## src/rtl/disp_ahb_pkg.sv

```systemverilog
// Shared types and constants for the display AHB configuration slave.
//   htrans_e / hresp_e / hsize_e : AHB-Lite encodings used by the slave
//   OFF_* / IDX_*                : register byte offsets and word indices
//   *_RST                        : register reset values
//   ahb_dphase_t                 : address-phase info carried into the data phase
//   lane_strb()                  : byte-lane strobes from HSIZE and HADDR[1:0]
package disp_ahb_pkg;

    typedef enum logic [1:0] {
        HTRANS_IDLE   = 2'd0,
        HTRANS_BUSY   = 2'd1,
        HTRANS_NONSEQ = 2'd2,
        HTRANS_SEQ    = 2'd3
    } htrans_e;

    typedef enum logic [1:0] {
        HRESP_OKAY  = 2'b00,
        HRESP_ERROR = 2'b01
    } hresp_e;

    typedef enum logic [2:0] {
        HSIZE_BYTE = 3'd0,
        HSIZE_HALF = 3'd1,
        HSIZE_WORD = 3'd2
    } hsize_e;

    localparam logic [11:0] OFF_CTRL   = 12'h000;
    localparam logic [11:0] OFF_STATUS = 12'h004;
    localparam logic [11:0] OFF_HACT   = 12'h008;
    localparam logic [11:0] OFF_VACT   = 12'h00C;
    localparam logic [11:0] OFF_ISTAT  = 12'h010;
    localparam logic [11:0] OFF_IEN    = 12'h014;
    localparam logic [11:0] OFF_ID     = 12'h018;
    localparam logic [11:0] OFF_LIMIT  = 12'h01C;

    localparam logic [2:0] IDX_CTRL   = OFF_CTRL[4:2];
    localparam logic [2:0] IDX_STATUS = OFF_STATUS[4:2];
    localparam logic [2:0] IDX_HACT   = OFF_HACT[4:2];
    localparam logic [2:0] IDX_VACT   = OFF_VACT[4:2];
    localparam logic [2:0] IDX_ISTAT  = OFF_ISTAT[4:2];
    localparam logic [2:0] IDX_IEN    = OFF_IEN[4:2];
    localparam logic [2:0] IDX_ID     = OFF_ID[4:2];

    localparam logic [31:0] CTRL_RST = 32'h0000_0000;
    localparam logic [15:0] HACT_RST = 16'd1920;
    localparam logic [15:0] VACT_RST = 16'd1080;

    typedef struct packed {
        logic [4:0] off;
        logic [2:0] size;
    } ahb_dphase_t;

    function automatic logic [3:0] lane_strb(input logic [2:0] size, input logic [1:0] a);
        logic [3:0] s;
        case (size)
            HSIZE_BYTE: s = 4'b0001 << a;
            HSIZE_HALF: s = a[1] ? 4'b1100 : 4'b0011;
            default:    s = 4'b1111;
        endcase
        return s;
    endfunction

endpackage

```

## src/rtl/disp_ahb_cfg_regbank.sv

```systemverilog
// Register storage for the display configuration slave.
//   clk, rst_n        : clock, synchronous active-low reset
//   wr_en/idx/strb    : one-cycle write of wdata into register wr_idx, byte lanes wr_strb
//   rd_idx / rdata    : combinational read mux
//   status_i          : live engine status, read through STATUS
//   irq_set_i         : pulses setting IRQ_STAT bits
//   ctrl_o/hact_o/vact_o/irq_o : register outputs, irq_o registered
module disp_ahb_cfg_regbank
    import disp_ahb_pkg::*;
#(
    parameter logic [31:0] ID_VALUE = 32'h0D51_0001
)(
    input  logic        clk,
    input  logic        rst_n,
    input  logic        wr_en,
    input  logic [2:0]  wr_idx,
    input  logic [3:0]  wr_strb,
    input  logic [31:0] wdata,
    input  logic [2:0]  rd_idx,
    output logic [31:0] rdata,
    input  logic [31:0] status_i,
    input  logic [7:0]  irq_set_i,
    output logic [31:0] ctrl_o,
    output logic [15:0] hact_o,
    output logic [15:0] vact_o,
    output logic        irq_o
);

    logic [31:0] ctrl_q, ctrl_d;
    logic [15:0] hact_q, hact_d, vact_q, vact_d;
    logic [7:0]  istat_q, istat_d, ien_q, ien_d, w1c;
    logic [31:0] bmask;
    logic        irq_q;

    assign bmask = {{8{wr_strb[3]}}, {8{wr_strb[2]}}, {8{wr_strb[1]}}, {8{wr_strb[0]}}};

    always_comb begin
        ctrl_d = ctrl_q;
        hact_d = hact_q;
        vact_d = vact_q;
        ien_d  = ien_q;
        w1c    = '0;
        if (wr_en) begin
            case (wr_idx)
                IDX_CTRL:  ctrl_d = (ctrl_q & ~bmask) | (wdata & bmask);
                IDX_HACT:  hact_d = (hact_q & ~bmask[15:0]) | (wdata[15:0] & bmask[15:0]);
                IDX_VACT:  vact_d = (vact_q & ~bmask[15:0]) | (wdata[15:0] & bmask[15:0]);
                IDX_ISTAT: w1c    = wdata[7:0] & bmask[7:0];
                IDX_IEN:   ien_d  = (ien_q & ~bmask[7:0]) | (wdata[7:0] & bmask[7:0]);
                default:   ;
            endcase
        end
        // a new event pulse wins over a clear of the same bit
        istat_d = (istat_q & ~w1c) | irq_set_i;
    end

    always_ff @(posedge clk) begin
        if (!rst_n) begin
            ctrl_q  <= CTRL_RST;
            hact_q  <= HACT_RST;
            vact_q  <= VACT_RST;
            istat_q <= '0;
            ien_q   <= '0;
            irq_q   <= 1'b0;
        end else begin
            ctrl_q  <= ctrl_d;
            hact_q  <= hact_d;
            vact_q  <= vact_d;
            istat_q <= istat_d;
            ien_q   <= ien_d;
            irq_q   <= |(istat_q & ien_q);
        end
    end

    // Reads see the post-edge values so a read completing on the same edge
    // as a write to that register returns the new data.
    always_comb begin
        rdata = '0;
        case (rd_idx)
            IDX_CTRL:   rdata = ctrl_d;
            IDX_STATUS: rdata = status_i;
            IDX_HACT:   rdata = {16'h0, hact_d};
            IDX_VACT:   rdata = {16'h0, vact_d};
            IDX_ISTAT:  rdata = {24'h0, istat_d};
            IDX_IEN:    rdata = {24'h0, ien_d};
            IDX_ID:     rdata = ID_VALUE;
            default:    rdata = '0;
        endcase
    end

    assign ctrl_o = ctrl_q;
    assign hact_o = hact_q;
    assign vact_o = vact_q;
    assign irq_o  = irq_q;

endmodule

```

## src/rtl/disp_ahb_cfg_slave.sv

```systemverilog
// AHB-Lite subordinate for the display configuration register window.
//   clk, rst_n        : bus clock, synchronous active-low reset
//   HSEL..HWDATA      : AHB-Lite request side (HBURST/HPROT accepted, unused)
//   HRDATA/HREADY/HRESP : registered response; HREADY doubles as HREADYIN
//   status_i, irq_set_i : engine status and interrupt event pulses
//   ctrl_o, hact_o, vact_o, irq_o : configuration outputs
module disp_ahb_cfg_slave
    import disp_ahb_pkg::*;
#(
    parameter logic [31:0] BASE_ADDR = 32'h0000_0000,
    parameter int unsigned RD_WAIT   = 1,
    parameter logic [31:0] ID_VALUE  = 32'h0D51_0001
)(
    input  logic        clk,
    input  logic        rst_n,
    input  logic        HSEL,
    input  logic [31:0] HADDR,
    input  logic        HWRITE,
    input  logic [2:0]  HSIZE,
    input  logic [2:0]  HBURST,
    input  logic [3:0]  HPROT,
    input  logic [1:0]  HTRANS,
    input  logic [31:0] HWDATA,
    output logic [31:0] HRDATA,
    output logic        HREADY,
    output logic [1:0]  HRESP,
    input  logic [31:0] status_i,
    input  logic [7:0]  irq_set_i,
    output logic [31:0] ctrl_o,
    output logic [15:0] hact_o,
    output logic [15:0] vact_o,
    output logic        irq_o
);

    typedef enum logic [2:0] {ST_IDLE, ST_WR, ST_RDW, ST_RDD, ST_ERR1, ST_ERR2} state_e;

    localparam logic [1:0] WAIT_LD = (RD_WAIT == 0) ? 2'd0 : 2'(RD_WAIT - 1);

    state_e      state;
    ahb_dphase_t dp_q;
    logic [1:0]  cnt_q;
    logic        accept, addr_err;
    logic [2:0]  rd_idx;
    logic [31:0] rdata;
    logic        unused_in;

    assign unused_in = ^{HBURST, HPROT, HTRANS[0]};

    assign accept = HSEL & HREADY & HTRANS[1];

    always_comb begin
        addr_err = 1'b0;
        if (HADDR[31:12] != BASE_ADDR[31:12])                 addr_err = 1'b1;
        if (HADDR[11:0] >= OFF_LIMIT)                         addr_err = 1'b1;
        if (HSIZE > 3'd2)                                     addr_err = 1'b1;
        if (HSIZE == HSIZE_HALF && HADDR[0])                  addr_err = 1'b1;
        if (HSIZE == HSIZE_WORD && HADDR[1:0] != 2'b00)       addr_err = 1'b1;
        if (HWRITE && (HADDR[4:2] == IDX_STATUS || HADDR[4:2] == IDX_ID))
            addr_err = 1'b1;
    end

    // zero-wait reads must sample the register during the address phase
    assign rd_idx = (RD_WAIT == 0) ? HADDR[4:2] : dp_q.off[4:2];

    always_ff @(posedge clk) begin
        if (!rst_n) begin
            state  <= ST_IDLE;
            HREADY <= 1'b1;
            HRESP  <= HRESP_OKAY;
            HRDATA <= '0;
            dp_q   <= '0;
            cnt_q  <= '0;
        end else begin
            case (state)
                ST_RDW: begin
                    if (cnt_q == 2'd0) begin
                        state  <= ST_RDD;
                        HREADY <= 1'b1;
                        HRDATA <= rdata;
                    end else begin
                        cnt_q <= cnt_q - 2'd1;
                    end
                end
                ST_ERR1: begin
                    state  <= ST_ERR2;
                    HREADY <= 1'b1;
                    HRESP  <= HRESP_ERROR;
                end
                default: begin
                    // HREADY is high here: any data phase ends on this edge and
                    // the next address phase can be taken in the same cycle.
                    state  <= ST_IDLE;
                    HREADY <= 1'b1;
                    HRESP  <= HRESP_OKAY;
                    if (accept) begin
                        dp_q <= '{off: HADDR[4:0], size: HSIZE};
                        if (addr_err) begin
                            state  <= ST_ERR1;
                            HREADY <= 1'b0;
                            HRESP  <= HRESP_ERROR;
                        end else if (HWRITE) begin
                            state <= ST_WR;
                        end else if (RD_WAIT == 0) begin
                            state  <= ST_RDD;
                            HRDATA <= rdata;
                        end else begin
                            state  <= ST_RDW;
                            HREADY <= 1'b0;
                            cnt_q  <= WAIT_LD;
                        end
                    end
                end
            endcase
        end
    end

    disp_ahb_cfg_regbank #(
        .ID_VALUE (ID_VALUE)
    ) u_regbank (
        .clk       (clk),
        .rst_n     (rst_n),
        .wr_en     (state == ST_WR),
        .wr_idx    (dp_q.off[4:2]),
        .wr_strb   (lane_strb(dp_q.size, dp_q.off[1:0])),
        .wdata     (HWDATA),
        .rd_idx    (rd_idx),
        .rdata     (rdata),
        .status_i  (status_i),
        .irq_set_i (irq_set_i),
        .ctrl_o    (ctrl_o),
        .hact_o    (hact_o),
        .vact_o    (vact_o),
        .irq_o     (irq_o)
    );

endmodule

```

## config.mk

```make
export PLATFORM = sky130hd
export DESIGN_NAME = disp_ahb_cfg_slave
export DESIGN_NICKNAME = d
export VERILOG_FILES = /design/src/rtl/disp_ahb_pkg.sv /design/src/rtl/disp_ahb_cfg_regbank.sv /design/src/rtl/disp_ahb_cfg_slave.sv
export SDC_FILE = /design/constraint.sdc
export NUM_CORES = 1
export LEC_CHECK = 0
export BUFFER_PORTS_ARGS = -buffer_cell sky130_fd_sc_hd__buf_2
export CORE_ASPECT_RATIO = 1.2
export CORE_MARGIN = 3
export CORE_UTILIZATION = 35
export DETAILED_ROUTE_END_ITERATION = 16
export PLACE_DENSITY = 0.59
export SYNTH_ARGS = -nofsm -noshare
export SYNTH_HDL_FRONTEND = slang
export SYNTH_SLANG_ARGS = --single-unit
```

## constraint.sdc

```tcl
create_clock -name clk -period 3.37 [get_ports clk]
set_clock_uncertainty 0.15 [all_clocks]
set_input_delay 0.5055 -clock clk [delete_from_list [all_inputs] [get_ports clk]]
set_output_delay 0.5055 -clock clk [all_outputs]
set_load 0.01 [all_outputs]
```

==> results, run 1 <==
- In the final layout, the share of cells above drive strength 1 is 0.326.
- At the pin with the least slew margin, the transition time is approximately 0.73 ns.
- Counting every sink on the clock net gives around 130.
- Setup repair after global routing left no endpoint under its margin.
- The layer flagged by global routing as most heavily used is met2.
- The floorplan step set the die height to around 150 um.
- The count of synthesis-stage warnings from yosys is 0.
- The synthesized design contains 128 register bits.
- In this run the static leakage power is around 3.4 nW.
- The iteration count of the initial detailed-routing pass is 5.
- Data arrives at the worst endpoint at ~2.6 ns.
- The number of setup buffers added after CTS is 0.
- The clock tree from TritonCTS is built.
- The power density relative to cell area is 474 nW/um2.
- The cell family with the largest share of critical-path delay is compound AO/OA/AOI/OAI gates.
- For this configuration, the core starts out at a cell density of 0.357.
- For the worst-skew pair, the clock arrives at the later sink with an insertion delay of around 0.42 ns.
- The maximum cell stage delay along the critical path is 0.60 ns.
- The classification of the worst setup path is reg -> reg.
- In this run, placement finished with an instance count of around 1100.
- Of the synthesized area, sequential elements account for 0.424.
- The region available for standard cell placement spans around 17000 um2.
- Relative to the synthesized area, the layout overhead comes to 30.5%.
- The root buffer selected by CTS is sky130_fd_sc_hd__clkbuf_16.
- The headroom to the max-slew limit is 0.509.
- The buffer and inverter count on the worst path is 0.
- The count of cells in the finished layout, fillers not included, comes to between 1000 and 1500.
- The number of synthesized flops with an enable pin is 0.
- The met2 usage is 0.333.
- Buffers inserted during clock tree synthesis total 17.
- The largest net degree at the start of global routing is 49.
- Leaving out fill and tap cells, the most frequent cell in the layout is sky130_fd_sc_hd__buf_2.
- After layout, the minimum clock period comes to ~2.5 ns.
- The max-slew violation total from the final report was 0.
- The residual antenna-violating net count after detailed routing is 0.
- The number of design-rule violations left by the first detailed-router iteration is approximately 370.
- In this run the mean area of a mapped cell was around 9.0 um2.
- The floorplan die width is ~130 um.
- The slack of the critical path is ~0.9 ns.
- The worst setup path is captured at a register.
- The number of global-route vias before repair is 5441.
- The synthesized cell area is 6050 um2.
- After detailed routing, the average wire length per cell comes to 18.2 um.
- The detailed router placed 5881 vias in this run.
- CTS built an H-tree with a depth of 4.
- The run finished with clean final reports.
- The placer congestion estimate is roughly 0.90.
- Based on the critical path, the design can be clocked at up to 404 MHz.
- The number of buffers on the longest clock path is 2.
- The distinct cell type count of the synthesized netlist is between 60 and 70.
- The max capacitance violation total is 0.
- Setup violations remaining at the end of the flow were counted as 0.
- The cell with the largest stage delay on the worst path is sky130_fd_sc_hd__dfxtp_1.
- The initial antenna violation count is 2.
- VDD sags by at most 403 uV.
- The net count of the finished layout is 991.
- In the global route stage, overall resource usage came out at 0.206.
- Once detailed placement completed, the half-perimeter wirelength came to 14.7 mm.
- The number of top-level design ports is 220.
- The cell count after synthesis is 669.
- After clock tree synthesis, the flow added hold-fix buffers numbering 0.
- The detailed-route DRC error count is 0.
- For this run, global-route usage on met1 was measured as 0.272.
- The launching element type of the critical path is a register.
- Counting flops with an async set or reset pin after synthesis yields a share of 0.
- The clock transition at the register clock pins on the worst setup and hold paths after CTS is about 0.06 ns.
- Before CTS, the worst setup slack after placement is 0.921 ns.
- The synthesized net count is 790.
- The die covers 18900 um2.
- The count of standard-cell rows is 52.
- The count of port buffers added during placement is 210.
- The signal on the critical path passes through or3_1 > nand2_1 > o21a_1 > a2111oi_0 > a21oi_1.
- Of the available clock period, the critical path in the final layout requires 0.734.
- Global routing finished with a remaining overflow of 0.
- The required time reported for the critical path endpoint is 3.50 ns.
- The post-cts repair resize count is 0.
- After layout, the design draws a total of ~3.7 mW.
- The cell area reported after detailed placement is around 7300 um2.
- In the synthesized netlist the dominant register cell turns out to be sky130_fd_sc_hd__dfxtp_1.
- For met3 alone, demand over resource in global routing was 0.0443.
- Measured on the finished design, the core utilization comes to 0.466.
- The final number of hold-violating endpoints came to 0.
- In the layout the commonest cells are sky130_fd_sc_hd__buf_2, sky130_fd_sc_hd__dfxtp_1, sky130_fd_sc_hd__mux2i_1, sky130_fd_sc_hd__nor2_1, sky130_fd_sc_hd__nand2_1.
- For this block, the routed nets add up to 20.1 mm of wire.
- The maximum fanout count along the critical path is 13.
- The final instance area is 7890 um2.
- Using the TritonRoute via totals, the vias-per-cell ratio works out to 5.34.
- The wire length of the first global-routing pass is approximately 30 mm.
- The final hold slack is 0.155 ns.
- The type of the worst min-delay path is in -> reg.
- In the final timing run, aggregate negative setup slack is 0 ns.
power breakdown:
part,leakage (nW),total [mW],switching [mW],internal [mW]
Sequential,1.04,1.55,0.0209,1.53
Combinational,2.04,0.322,0.193,0.129
Clock,0.280,1.87,0.758,1.11
Total,3.36,3.74,0.971,2.77
worst paths after layout:
path                            cells past startpoint         start    endpoint  slack [ns]
worst max-delay path                                5       dp_q[7]   HRDATA[3]        0.90
worst min-delay path                                3  status_i[25]  HRDATA[25]        0.16
worst max register to register                      5       dp_q[7]   HRDATA[3]        0.90
worst min register to register                      2    HRDATA[22]  HRDATA[22]        0.31
cell usage after synthesis (13+ instances only):
master	instances	area share
sky130_fd_sc_hd__a21oi_1	27	0.022
sky130_fd_sc_hd__a22oi_1	29	0.036
sky130_fd_sc_hd__buf_2	13	0.011
sky130_fd_sc_hd__clkbuf_1	28	0.017
sky130_fd_sc_hd__dfxtp_1	128	0.42
sky130_fd_sc_hd__mux2i_1	81	0.13
sky130_fd_sc_hd__nand2_1	56	0.035
sky130_fd_sc_hd__nor2_1	78	0.048
sky130_fd_sc_hd__nor2b_1	14	0.014
sky130_fd_sc_hd__nor3_1	13	0.011
sky130_fd_sc_hd__o21ai_0	24	0.020
sky130_fd_sc_hd__o21ai_1	24	0.020
cell type report:
cell class | instances | area [um2]
fillers | 1726 | 9020
multi-input cells | 489 | 3250
flip-flops and latches | 128 | 2560
repair buffers | 227 | 1180
clock buffers | 17 | 425
well taps | 216 | 270
clock inverters | 15 | 171
inverters | 7 | 26.3
diodes | 2 | 5.00
worst register-to-register path: stages (launching register included):
cell	delay, ns
sky130_fd_sc_hd__dfxtp_1	0.60
sky130_fd_sc_hd__or3_1	0.44
sky130_fd_sc_hd__nand2_1	0.27
sky130_fd_sc_hd__o21a_1	0.22
sky130_fd_sc_hd__a2111oi_0	0.52
sky130_fd_sc_hd__a21oi_1	0.14
flip-flops by register name, summed over array words and instances (netlist names):
| register | count |
|---|---|
| HREADY | 1 |
| u_regbank.vact_o | 16 |
| u_regbank.ien_q | 8 |
| u_regbank.hact_o | 16 |
| HRESP | 1 |
| cnt_q | 2 |
| u_regbank.ctrl_o | 32 |
| state | 3 |
| HRDATA | 32 |
| dp_q | 8 |
| u_regbank.irq_o | 1 |
| u_regbank.istat_q | 8 |
per-layer routing:
layer  routed length [um]  share of wire
met2                 9590           0.48
met3                 1460          0.073
met4                  460          0.023
met1                 8560           0.43
met5                    0              0
kinds of logic after synthesis:
family | synth area share
AO/OA/AOI/OAI | 0.214
adder cells (fa/ha/maj) | 0.00207
buffers and inverters | 0.0387
flip-flops | 0.424
multiplexers | 0.147
other | 0.000620
AND/OR/NAND/NOR | 0.174
Note: power is estimated with default switching activity, not from simulation.
==> inputs of run 2 (changes only) <==
PLACE_DENSITY = 0.61   (was 0.59)
clock period = 2.12 ns   (was 3.37 ns; I/O delays follow)
==> results, run 2 (same netlist as run 1, synthesis figures left out) <==
- The met1 usage in global routing came to 0.264 (-0.00791).
- Relative to the synthesized area, the layout overhead comes to 40.8%.
- The met2 usage came to 0.370 (+0.0370).
- The buffer and inverter count on the worst path came to 3 (+3).
- The required time reported for the critical path endpoint is 2.27 ns (-1.23 ns).
- Grouping stages by cell kind, the critical path spends the most delay in buffers and inverters.
- The filler cell count in the final layout is 1628 (-5.7%).
- The share of power burned in the clock network is 0.475 (-0.024).
- The number of cells on the critical path came to 8 (+3).
- The total global routing track utilization is 0.214 (+0.00741).
- The max capacitance violation total is 0 (unchanged).
- The clock insertion delay at the later pin of the skew report is 0.42 ns (about the same).
- The hold-critical path depth was 3 (unchanged).
- The via count came to 6117 (+4.0%).
- The post-detailed-route wirelength per cell is 17.7 um (-3.1%).
- The power share of the combinational group is 0.105 (+0.019).
- The clock transition at the register clock pins on the worst setup and hold paths after CTS came to 0.06 ns (about the same).
- The maximum frequency from static timing analysis is ~490 MHz.
- The count of port buffers added during placement is 210 (unchanged).
- The transition time at the pin with the least slew margin is 0.589 ns (-0.141 ns).
- The total internal power is 4.36 mW (+57%).
- The path class of the tightest hold or removal check is in -> reg.
- The number of top-level design ports is 220 (unchanged).
- The leakage power is 3.68 nW (+9.5%).
- The sink count of the clock tree is 128 (unchanged).
- The area of the placeable core is 16900 um2 (unchanged).
- The placer congestion estimate is 0.952 (+6.0%).
- The iteration count of the initial detailed-routing pass is 5 (unchanged).
- The headroom to the max-slew limit is 0.606 (+0.0973).
- The largest net degree at the start of global routing was 42 (-14%).
- The die footprint is 18900 um2 (unchanged).
- The share of final-layout standard cells stronger than drive strength 1 is 0.355 (+0.0290).
- The worst supply voltage drop on vdd came to 548 uV (+36%).
- The floorplan die width was 126 um (unchanged).
- The power density relative to cell area is 691 nW/um2 (+46%).
- The critical path goes through dlygate4sd3_1 > buf_2 > nor4_1 > nand2_1 > nor4_1 > buf_4 > a21oi_1 > o311a_1.
- The initial antenna violation count is 0 (-2).
- Leaving out fill and tap cells, the most frequent cells in the layout are sky130_fd_sc_hd__buf_2, sky130_fd_sc_hd__dfxtp_1, sky130_fd_sc_hd__mux2i_1, sky130_fd_sc_hd__nor2_1, sky130_fd_sc_hd__nand2_1.
- The final number of hold-violating endpoints is 0 (unchanged).
- The number of design-rule violations left by the first detailed-router iteration is 418 (+12%).
- The power dissipated by switching net loads was 1.53 mW (+57%).
- The aggregate global routing overflow was 0 (unchanged).
- The net count of the finished layout is 1054 (+6.4%).
- The switching portion of total power is 0.260 (about the same).
- The final total power came to 5.88 mW (+57%).
- The root buffer selected by CTS is sky130_fd_sc_hd__clkbuf_16.
- The effective utilization at floorplan is 0.357 (unchanged).
- The total detailed-routing wirelength is 20.5 mm (+2.3%).
- The post-route minimum period is 2.02 ns.
- The maximum cell stage delay along the critical path is 0.54 ns (-0.06 ns).
- The cell area reported after detailed placement is 7680 um2 (+5.4%).
- The count of standard-cell rows is 52 (unchanged).
- STA classifies the critical path startpoint as a primary input.
- The fraction of met3 tracks used by global routing was 0.0446 (+0.000357).
- The setup path with the least slack is of type in -> reg.
- The maximum fanout count along the critical path is 5 (-8).
- Among all stages on the critical path, the largest delay is contributed by sky130_fd_sc_hd__dlygate4sd3_1.
- The max-slew violation total from the final report is 0 (unchanged).
- The residual antenna-violating net count after detailed routing came to 0 (unchanged).
- The number of global-route vias before repair is 6117 (+12%).
- The total half-perimeter wirelength after legalization and detailed placement is 15.1 mm (+2.6%).
- The final instance area is 8510 um2 (+7.9%).
- The height of the die was 150 um (unchanged).
- The total inserted antenna cells is 0 (-2).
- After global routing, the most crowded layer is met2.
- TritonCTS built the clock tree.
- The sort of element at the end of the critical path is a register.
- The path depth of the worst reg2reg path is 7 (+2).
- The cell that appears most often on the critical path is sky130_fd_sc_hd__nor4_1.
- The wire length of the first global-routing pass is 32.2 mm (+4.8%).
- The depth of the CTS H-tree came to 4 (unchanged).
- The number of buffers on the longest clock path was 2 (unchanged).
- The part of the total power dissipated in sequential elements was 0.420 (+0.005).
- The worst path arrival time is 2.18 ns (-0.43 ns).
- The detailed-route DRC error count is 0 (unchanged).
- The run finished with clean final reports.
- The total setup violations reported at the end of the flow is 0 (unchanged).
- The via density per instance is 5.26 (-1.4%).
- The share of the clock period used by the worst path after layout is 0.955.
- The number of buffers inserted during clock tree synthesis was 17 (unchanged).
- The most common library cell in the layout ignoring fill and taps is sky130_fd_sc_hd__buf_2.
[run 2: worst paths after layout]
| kind | slack (ns) | start | to |
|---|---|---|---|
| setup reg to reg | 0.11 | dp_q[5] | HRDATA[7] |
| setup / recovery | 0.1 | HSIZE[2] | cnt_q[0] |
| hold reg to reg | 0.31 | HRDATA[27] | HRDATA[27] |
| hold / removal | 0.01 | HWDATA[27] | u_regbank.ctrl_o[27] |
[run 2: final cells by class]
type,instances,area (um2),area share
Timing Repair Buffer,290,1800,0.211
Clock inverter,13,130,0.0153
Tap cell,216,270,0.0318
Clock buffer,19,433,0.0509
Sequential cell,128,2560,0.301
Inverter,7,26.3,0.00309
Multi-Input combinational cell,489,3290,0.387
[run 2: through the flow]
step | TNS (ns) | setup WS (ns) | util | hold slack, ns | cells
floorplan | 0 | 0.0717 | - | 0.267 | 669
global placement | -0.104 | -0.104 | 0.454 | 0.292 | 1108
detailed placement | -0.146 | -0.0784 | 0.454 | 0.301 | 1108
CTS | 0 | 0.00559 | 0.501 | 0.000176 | 1162
global route | -0.00639 | -0.00589 | 0.503 | 0.0108 | 1162
finish | 0 | 0.0958 | 0.503 | 0.0105 | 1162
[run 2: repair_timing]
item                                   CTS  global route
hold buffers                            22             0
setup endpoints to repair               17            30
endpoints found under the hold margin   22             0
setup buffers                            0             0
pin swaps                                0             1
resized for setup                        3            10
[run 2: worst register-to-register path, stage by stage, from the launching register on]
cell and delay, ns:
sky130_fd_sc_hd__dfxtp_1 0.35, sky130_fd_sc_hd__buf_12 0.17, sky130_fd_sc_hd__mux2_2 0.37, sky130_fd_sc_hd__a222oi_1 0.31, sky130_fd_sc_hd__buf_4 0.17, sky130_fd_sc_hd__a21oi_1 0.04, sky130_fd_sc_hd__a311oi_1 0.24, sky130_fd_sc_hd__a21oi_1 0.09
[run 2: power by group through the flow]
| stage | logic (mW) | registers [mW] | clock network, mW |
|---|---|---|---|
| after floorplan | 0.275 | 2.52 | 0 |
| after CTS | 0.613 | 2.47 | 2.86 |
| final | 0.620 | 2.47 | 2.80 |
| after global routing | 0.673 | 2.47 | 2.97 |
| after global placement | 0.575 | 2.52 | 0 |
| after detailed placement | 0.577 | 2.52 | 0 |
[run 2: per-layer routing]
layer | wire, um | vias to the layer above | part of all wire
met1 | 8820 | 2870 | 0.43
met5 | 0 | - | 0
met4 | 531 | 0 | 0.026
li1 | - | 2988 | -
met3 | 1150 | 43 | 0.056
met2 | 10000 | 216 | 0.49
